`src/rtl/vape_exec_atomicity.sv`:
```
// vape_exec_atomicity: upstream atomicity monitor for the executable region (ER).
// Tracks entry at ER_min, exit via ER_max, and flags any interrupt/DMA or illegal
// control flow while inside ER. exec_abort feeds the EXEC-flag/reset path and
// er_done pulses once per clean ER completion.
// Optional feature macro: VAPE_ER_TIMEOUT_EN bounds the number of cycles in RUN
// to TIMEOUT_CYCLES. Without it, RUN duration is unbounded.
module vape_exec_atomicity #(
    parameter logic [15:0] RESET_HANDLER  = 16'h0000,
    parameter logic [15:0] TIMEOUT_CYCLES = 16'd4096
) (
    input  logic        clk,
    input  logic        puc_rst,
    input  logic [15:0] pc,
    input  logic        irq,
    input  logic        dma_en,
    input  logic [15:0] ER_min,
    input  logic [15:0] ER_max,
    output logic        exec_abort,
    output logic        er_active,
    output logic        er_done
);

    typedef enum logic [1:0] {
        IDLE  = 2'b00,
        RUN   = 2'b01,
        DONE  = 2'b10,
        ABORT = 2'b11
    } state_t;

    state_t state;
    state_t next;

    logic in_er;
    logic at_min;
    logic at_max;
    logic intr;
    logic timeout_hit;

    // An inverted region (ER_min > ER_max) makes in_er permanently false,
    // and the boundary matches are qualified by in_er so they cannot fire either.
    assign in_er  = (pc >= ER_min) && (pc <= ER_max);
    assign at_min = in_er && (pc == ER_min);
    assign at_max = in_er && (pc == ER_max);
    assign intr   = irq || dma_en;

`ifdef VAPE_ER_TIMEOUT_EN
    logic [15:0] run_cnt;

    assign timeout_hit = (state == RUN) && (run_cnt == (TIMEOUT_CYCLES - 16'd1));

    // Run-length counter: restarts on every entry to RUN, counts while staying in RUN.
    always_ff @(posedge clk) begin
        if (puc_rst) begin
            run_cnt <= 16'd0;
        end else if (next == RUN) begin
            if (state == RUN)
                run_cnt <= run_cnt + 16'd1;
            else
                run_cnt <= 16'd0;
        end
    end
`else
    logic unused_timeout;

    assign timeout_hit    = 1'b0;
    assign unused_timeout = ^TIMEOUT_CYCLES;
`endif

    // Next-state decision; reset is handled in the register block so it wins over all events.
    always_comb begin
        next = state;
        unique case (state)
            IDLE: begin
                if (in_er) begin
                    if (intr)
                        next = ABORT;
                    else if (at_min)
                        next = at_max ? DONE : RUN;   // degenerate one-address ER completes at once
                    else
                        next = ABORT;                 // entered mid-region
                end
            end
            RUN: begin
                if (intr)
                    next = ABORT;
                else if (timeout_hit)
                    next = ABORT;
                else if (at_max)
                    next = DONE;
                else if (!in_er)
                    next = ABORT;                     // left ER without passing ER_max
                else
                    next = RUN;
            end
            DONE: begin
                if (at_max)
                    next = DONE;                      // exit instruction spanning several cycles
                else if (at_min)
                    next = intr ? ABORT : RUN;
                else if (in_er)
                    next = ABORT;
                else
                    next = IDLE;                      // irq/dma are legal once outside ER
            end
            ABORT: begin
                if (pc == RESET_HANDLER)
                    next = IDLE;
            end
            default: next = ABORT;
        endcase
    end

    // State and outputs registered from next-state, so outputs lag pc by one cycle.
    always_ff @(posedge clk) begin
        if (puc_rst) begin
            state      <= ABORT;
            exec_abort <= 1'b1;
            er_active  <= 1'b0;
            er_done    <= 1'b0;
        end else begin
            state      <= next;
            exec_abort <= (next == ABORT);
            er_active  <= (next == RUN);
            er_done    <= (next == DONE) && ((state == RUN) || (state == IDLE));
        end
    end

endmodule

```
`config.mk`:
```
export PLATFORM = sky130hd
export DESIGN_NAME = vape_exec_atomicity
export DESIGN_NICKNAME = d
export VERILOG_FILES = /design/src/rtl/vape_exec_atomicity.sv
export SDC_FILE = /design/constraint.sdc
export NUM_CORES = 1
export LEC_CHECK = 0
export ABC_AREA = 1
export BUFFER_PORTS_ARGS = -buffer_cell sky130_fd_sc_hd__buf_2
export CORE_UTILIZATION = 45
export DETAILED_ROUTE_END_ITERATION = 12
export PLACE_DENSITY_LB_ADDON = 0.15
export SLEW_MARGIN = 25
export SYNTH_ARGS = -nofsm -noshare
export SYNTH_HDL_FRONTEND = slang
export SYNTH_SLANG_ARGS = --single-unit
```
`constraint.sdc`:
```
create_clock -name clk -period 2.8 [get_ports clk]
set_input_delay 0.14 -clock clk [delete_from_list [all_inputs] [get_ports clk]]
set_output_delay 0.14 -clock clk [all_outputs]
set_load 0.05 [all_outputs]
```
# Word level (Yosys, flattened, before mapping)
# Cells that the tools add are included.
# word_totals
output_inout_bits	3
input_bits	52
regBits	5
word_cells	35
# classes
order_cmp	2
reduce_logical	8
n_eq_ne	8
n_mux	13
# op_table
cell	n
16-bit equality test	2
2-bit 2-to-1 mux	12
16-bit >= comparator	1
16-bit <= comparator	1
16-bit zero test	1
2-bit equality test (second input constant)	4
2-bit one-hot mux with 4 select lines	1
2-bit by 1-bit equality test with 1-bit output (second input constant)	2
1-bit logical AND	4
2-bit zero test	1
1-bit logical OR	2

# Logic depth before layout (Yosys ltp)
# depth
ltp_word	10
depth_mapped	18
ltp_nobuf	18

# Worst setup path after synthesis
# Ideal clock, no wire load.
# synth_path
path_kind	input to register
start	in ER_min[15]
end	reg exec_abort
arrival_time_ps	1327
required_ps	2686
setup_ps	114
stages	13
path_slack_ps	1359
path_buffers	0
cell_sequence	inv_1 -> ha_1 -> a21o_1 -> nor2_1 -> o21ai_1 -> nor2_1 -> nand2_4 -> o211ai_1 -> nand2_1 -> nand2_2 -> inv_1 -> nand2_1 -> nand2_1
# synth_via
elab_chain_cells	9
elab_cells_between_ends	17
cone_classes	order compare: 1; eq/ne: 2; mux: 11; reduce/logical: 3
# synth_lines
item	line	rtl
from (decl)	16	input logic [15:0] ER_min,
16-bit >= comparator	41	assign in_er = (pc >= ER_min) && (pc <= ER_max);
1-bit logical AND	41	
1-bit logical AND	43	assign at_max = in_er && (pc == ER_max);
2-bit 2-to-1 mux	78	next = at_max ? DONE : RUN;
2-bit 2-to-1 mux	77	else if (at_min)
2-bit 2-to-1 mux	75	if (intr)
2-bit 2-to-1 mux	74	if (in_er) begin
2-bit one-hot mux with 4 select lines (*)	72	unique case (state)
2-bit equality test (*)	122	exec_abort <= (next == ABORT);
to (signal assigned)	122	
to (decl)	18	output logic exec_abort,
# Every way passes the cells marked *; elsewhere a longest branch is shown, timed or not.
# A chain may end at the register's enable or synchronous reset.

# Worst setup path in the final report
# layout_path
start	in pc[7]
end	reg exec_abort
# layout_via
elab_chain_cells	9
elab_cells_between_ends	21
cone_classes	order compare: 2; eq/ne: 3; mux: 12; reduce/logical: 4
# layout_lines
item	line	rtl
from (decl)	13	input logic [15:0] pc,
16-bit >= comparator or 16-bit <= comparator (tied branches)	41	
1-bit logical AND	41	
1-bit logical AND	43	
2-bit 2-to-1 mux	78	
2-bit 2-to-1 mux	77	
2-bit 2-to-1 mux	75	
2-bit 2-to-1 mux	74	
2-bit one-hot mux with 4 select lines (*)	72	
2-bit equality test (*)	122	
# Marked as above.

==> impl_metrics.json <==
{
  "clock-root-buffer": "clkbuf_4",
  "max-vdd-ir-drop_v": 0.000235,
  "netlist_top_cells_count": "nand2_1, inv_1, ha_1, nor2_1, a21oi_1",
  "yosysTopAreaCellShare_pct": 32.3,
  "synth.most_common_cell": "nand2_1",
  "drtIter0Drc": 22,
  "hold_viol": 0,
  "vias_per_cell": 4.56,
  "hpwlAfterDp_microns": 2260,
  "synth-edff-count": 0,
  "ys_top_cells_by_area": "ha_1, nand2_1, inv_1, dfxtp_1, nor2_1",
  "tns_ps": 0,
  "ctsResizeCount": 0,
  "grt_use_total_pct": 17.7,
  "yosysUniqueCellTypes": 21,
  "diodes": 0,
  "antenna_left": 0,
  "cp-start-kind": "input port",
  "required_ps": 2920,
  "cts_tree": "built",
  "max_freq_mhz": 657,
  "setup_viol": 0,
  "cp_max_fo": 4,
  "yosys.area.top_type": "ha_1",
  "htree_levels": 1,
  "yosysSeqAreaShare_pct": 8.07,
  "cts.sinks": 5,
  "cts.path.max_buffers": 2,
  "area_growth_pct": 26.9,
  "cts_setup_buffers": 0,
  "synth_nets": 289,
  "chipWidth_microns": 54.5,
  "ys_warn_count": 0,
  "core-area_sq_um": 2540,
  "netlist_instances": 205,
  "routedWlPerCell_microns": 8.44,
  "grt_remaining_overflow": 0,
  "die_area_sq_um": 2970,
  "outcome": "finished clean",
  "syn-cell-area_sq_um": 1240,
  "critical_path_class": "input port to register",
  "ys_async_sr_fraction_pct": 0,
  "p_per_area_nw_per_um2": 258,
  "ys.flop_type": "dfxtp_1",
  "slew-limit-headroom_pct": 82.8,
  "slew_violations": 0,
  "fin_util_pct": 61.8,
  "worst_setup_path_end_kind": "register",
  "insertion_delay_ps": 250,
  "nets": 348,
  "drv_cap": 0,
  "dieHeight_microns": 54.5,
  "via_count": 1337,
  "numCtsBuffers": 3,
  "wirelength_microns": 2470,
  "layout-drive-gt1-share_pct": 26.6,
  "antenna_found_initial": 0,
  "clk_pin_slew_ps": 50,
  "gp_congestion": 0.851,
  "cp.arrival_ps": 1640,
  "syn-mean-instance-area_sq_um": 6.05,
  "p_leak_nw": 1.04,
  "initial_core_util_pct": 48.7,
  "grt_pass1_vias": 1092,
  "port-buffer-count": 54,
  "synth-seq-cells": 5,
  "ios": 55,
  "grt_pass1_wl_microns": 3900,
  "fillers": 252,
  "grt_max_degree": 6,
  "skew_ps": 11.0,
  "fin_crit_sh_pct": 54.4,
  "ctsHoldBuffers": 0,
  "fp-row-count": 18,
  "drcViolationCount": 0,
  "rsz0062_at_grt": "false",
  "worst_pin_slew_ps": 257,
  "hp-class": "input port to register",
  "period_needed_ps": 1520,
  "drtPass1Iterations": 4
}
where the power goes:
part / switching (mW) / internal (mW) / leakage, nW
clock network: 0.0314 / 0.0540 / 0.0150
logic: 0.136 / 0.0975 / 0.980
registers: 0.00573 / 0.0811 / 0.0407
routing by layer:
metal / track usage, % / vias up / part of all wire [%]
met5: 0 / - / 0
met2: 37.4 / 35 / 49
met1: 19.3 / 548 / 47
li1: - / 752 / -
met3: 0 / 2 / 3.6
met4: 2.56 / 0 / 0.65
flip-flops by register name, indices dropped and copies added (netlist names):
register and count:
er_active 1, er_done 1, exec_abort 1, state 2
placed cells by master (no fill, tap or decap):
| cell | instances |
|---|---|
| buf_2 | 54 |
| nand2_1 | 51 |
| inv_1 | 50 |
| ha_1 | 32 |
| nor2_1 | 26 |
| a21oi_1 | 9 |
| nand4_1 | 6 |
| dfxtp_1 | 5 |
| a21o_1 | 4 |
| nor2_2 | 4 |
| nand3_1 | 3 |
| nand3_2 | 3 |
| nand2_2 | 3 |
| clkbuf_4 | 3 |
| clkinv_1 | 1 |
| a21oi_2 | 1 |
| o21ai_1 | 1 |
| nand2_4 | 1 |
| inv_2 | 1 |
| and3_1 | 1 |
| or2_1 | 1 |
| o211ai_1 | 1 |
| o2111ai_1 | 1 |
| clkbuf_1 | 1 |
cells by family after synthesis:
family	Yosys count	share of synthesized area, %
buffers and inverters	52	15.7
DFF	5	8.07
adders and majority gates	32	32.3
AOI/OAI and AO/OA	17	8.48
and+or+nand+nor	99	35.4
critical path: stages:
cell and delay (ps):
buf_2 120, ha_1 290, nand2_1 70, nor2_1 210, nand2_1 100, nor2_2 120, inv_2 60, o211ai_1 170
nand2_1 80, nand2_2 90, inv_1 40, nand2_1 70, nand2_1 70
stage by stage:
step                      std cells  power (mW)  area (sq um)  setup slack (ps)  hold slack (ps)
after floorplan                 205       0.248          1240              1360              266
after global placement          289       0.320          1550              1110              372
after detailed placement        289       0.321          1550              1090              374
after CTS                       293       0.411          1570              1270              143
after global routing            293       0.449          1570              1100              166
final                           293       0.406          1570              1280              140
cell type report:
| type | instances | area [sq um] | area share, % |
|---|---|---|---|
| Clock buffer | 4 | 26.3 | 1.67 |
| Inverter | 52 | 195 | 12.4 |
| Multi-Input combinational cell | 148 | 945 | 60.0 |
| Sequential cell | 5 | 100 | 6.36 |
| Tap cell | 30 | 37.5 | 2.38 |
| Timing Repair Buffer | 54 | 270 | 17.2 |
worst paths after layout:
| kind | depth (start not counted) | startpoint | slack, ps | to |
|---|---|---|---|---|
| hold reg to reg | 3 | state[1]$_SDFF_PP1_ | 580 | er_done$_SDFF_PP0_ |
| setup / recovery | 13 | pc[7] | 1280 | exec_abort$_SDFF_PP1_ |
| hold / removal | 3 | puc_rst | 140 | state[0]$_SDFF_PP1_ |
| setup reg to reg | 7 | state[1]$_SDFF_PP1_ | 1710 | exec_abort$_SDFF_PP1_ |
(Power assumes the default switching activity.)
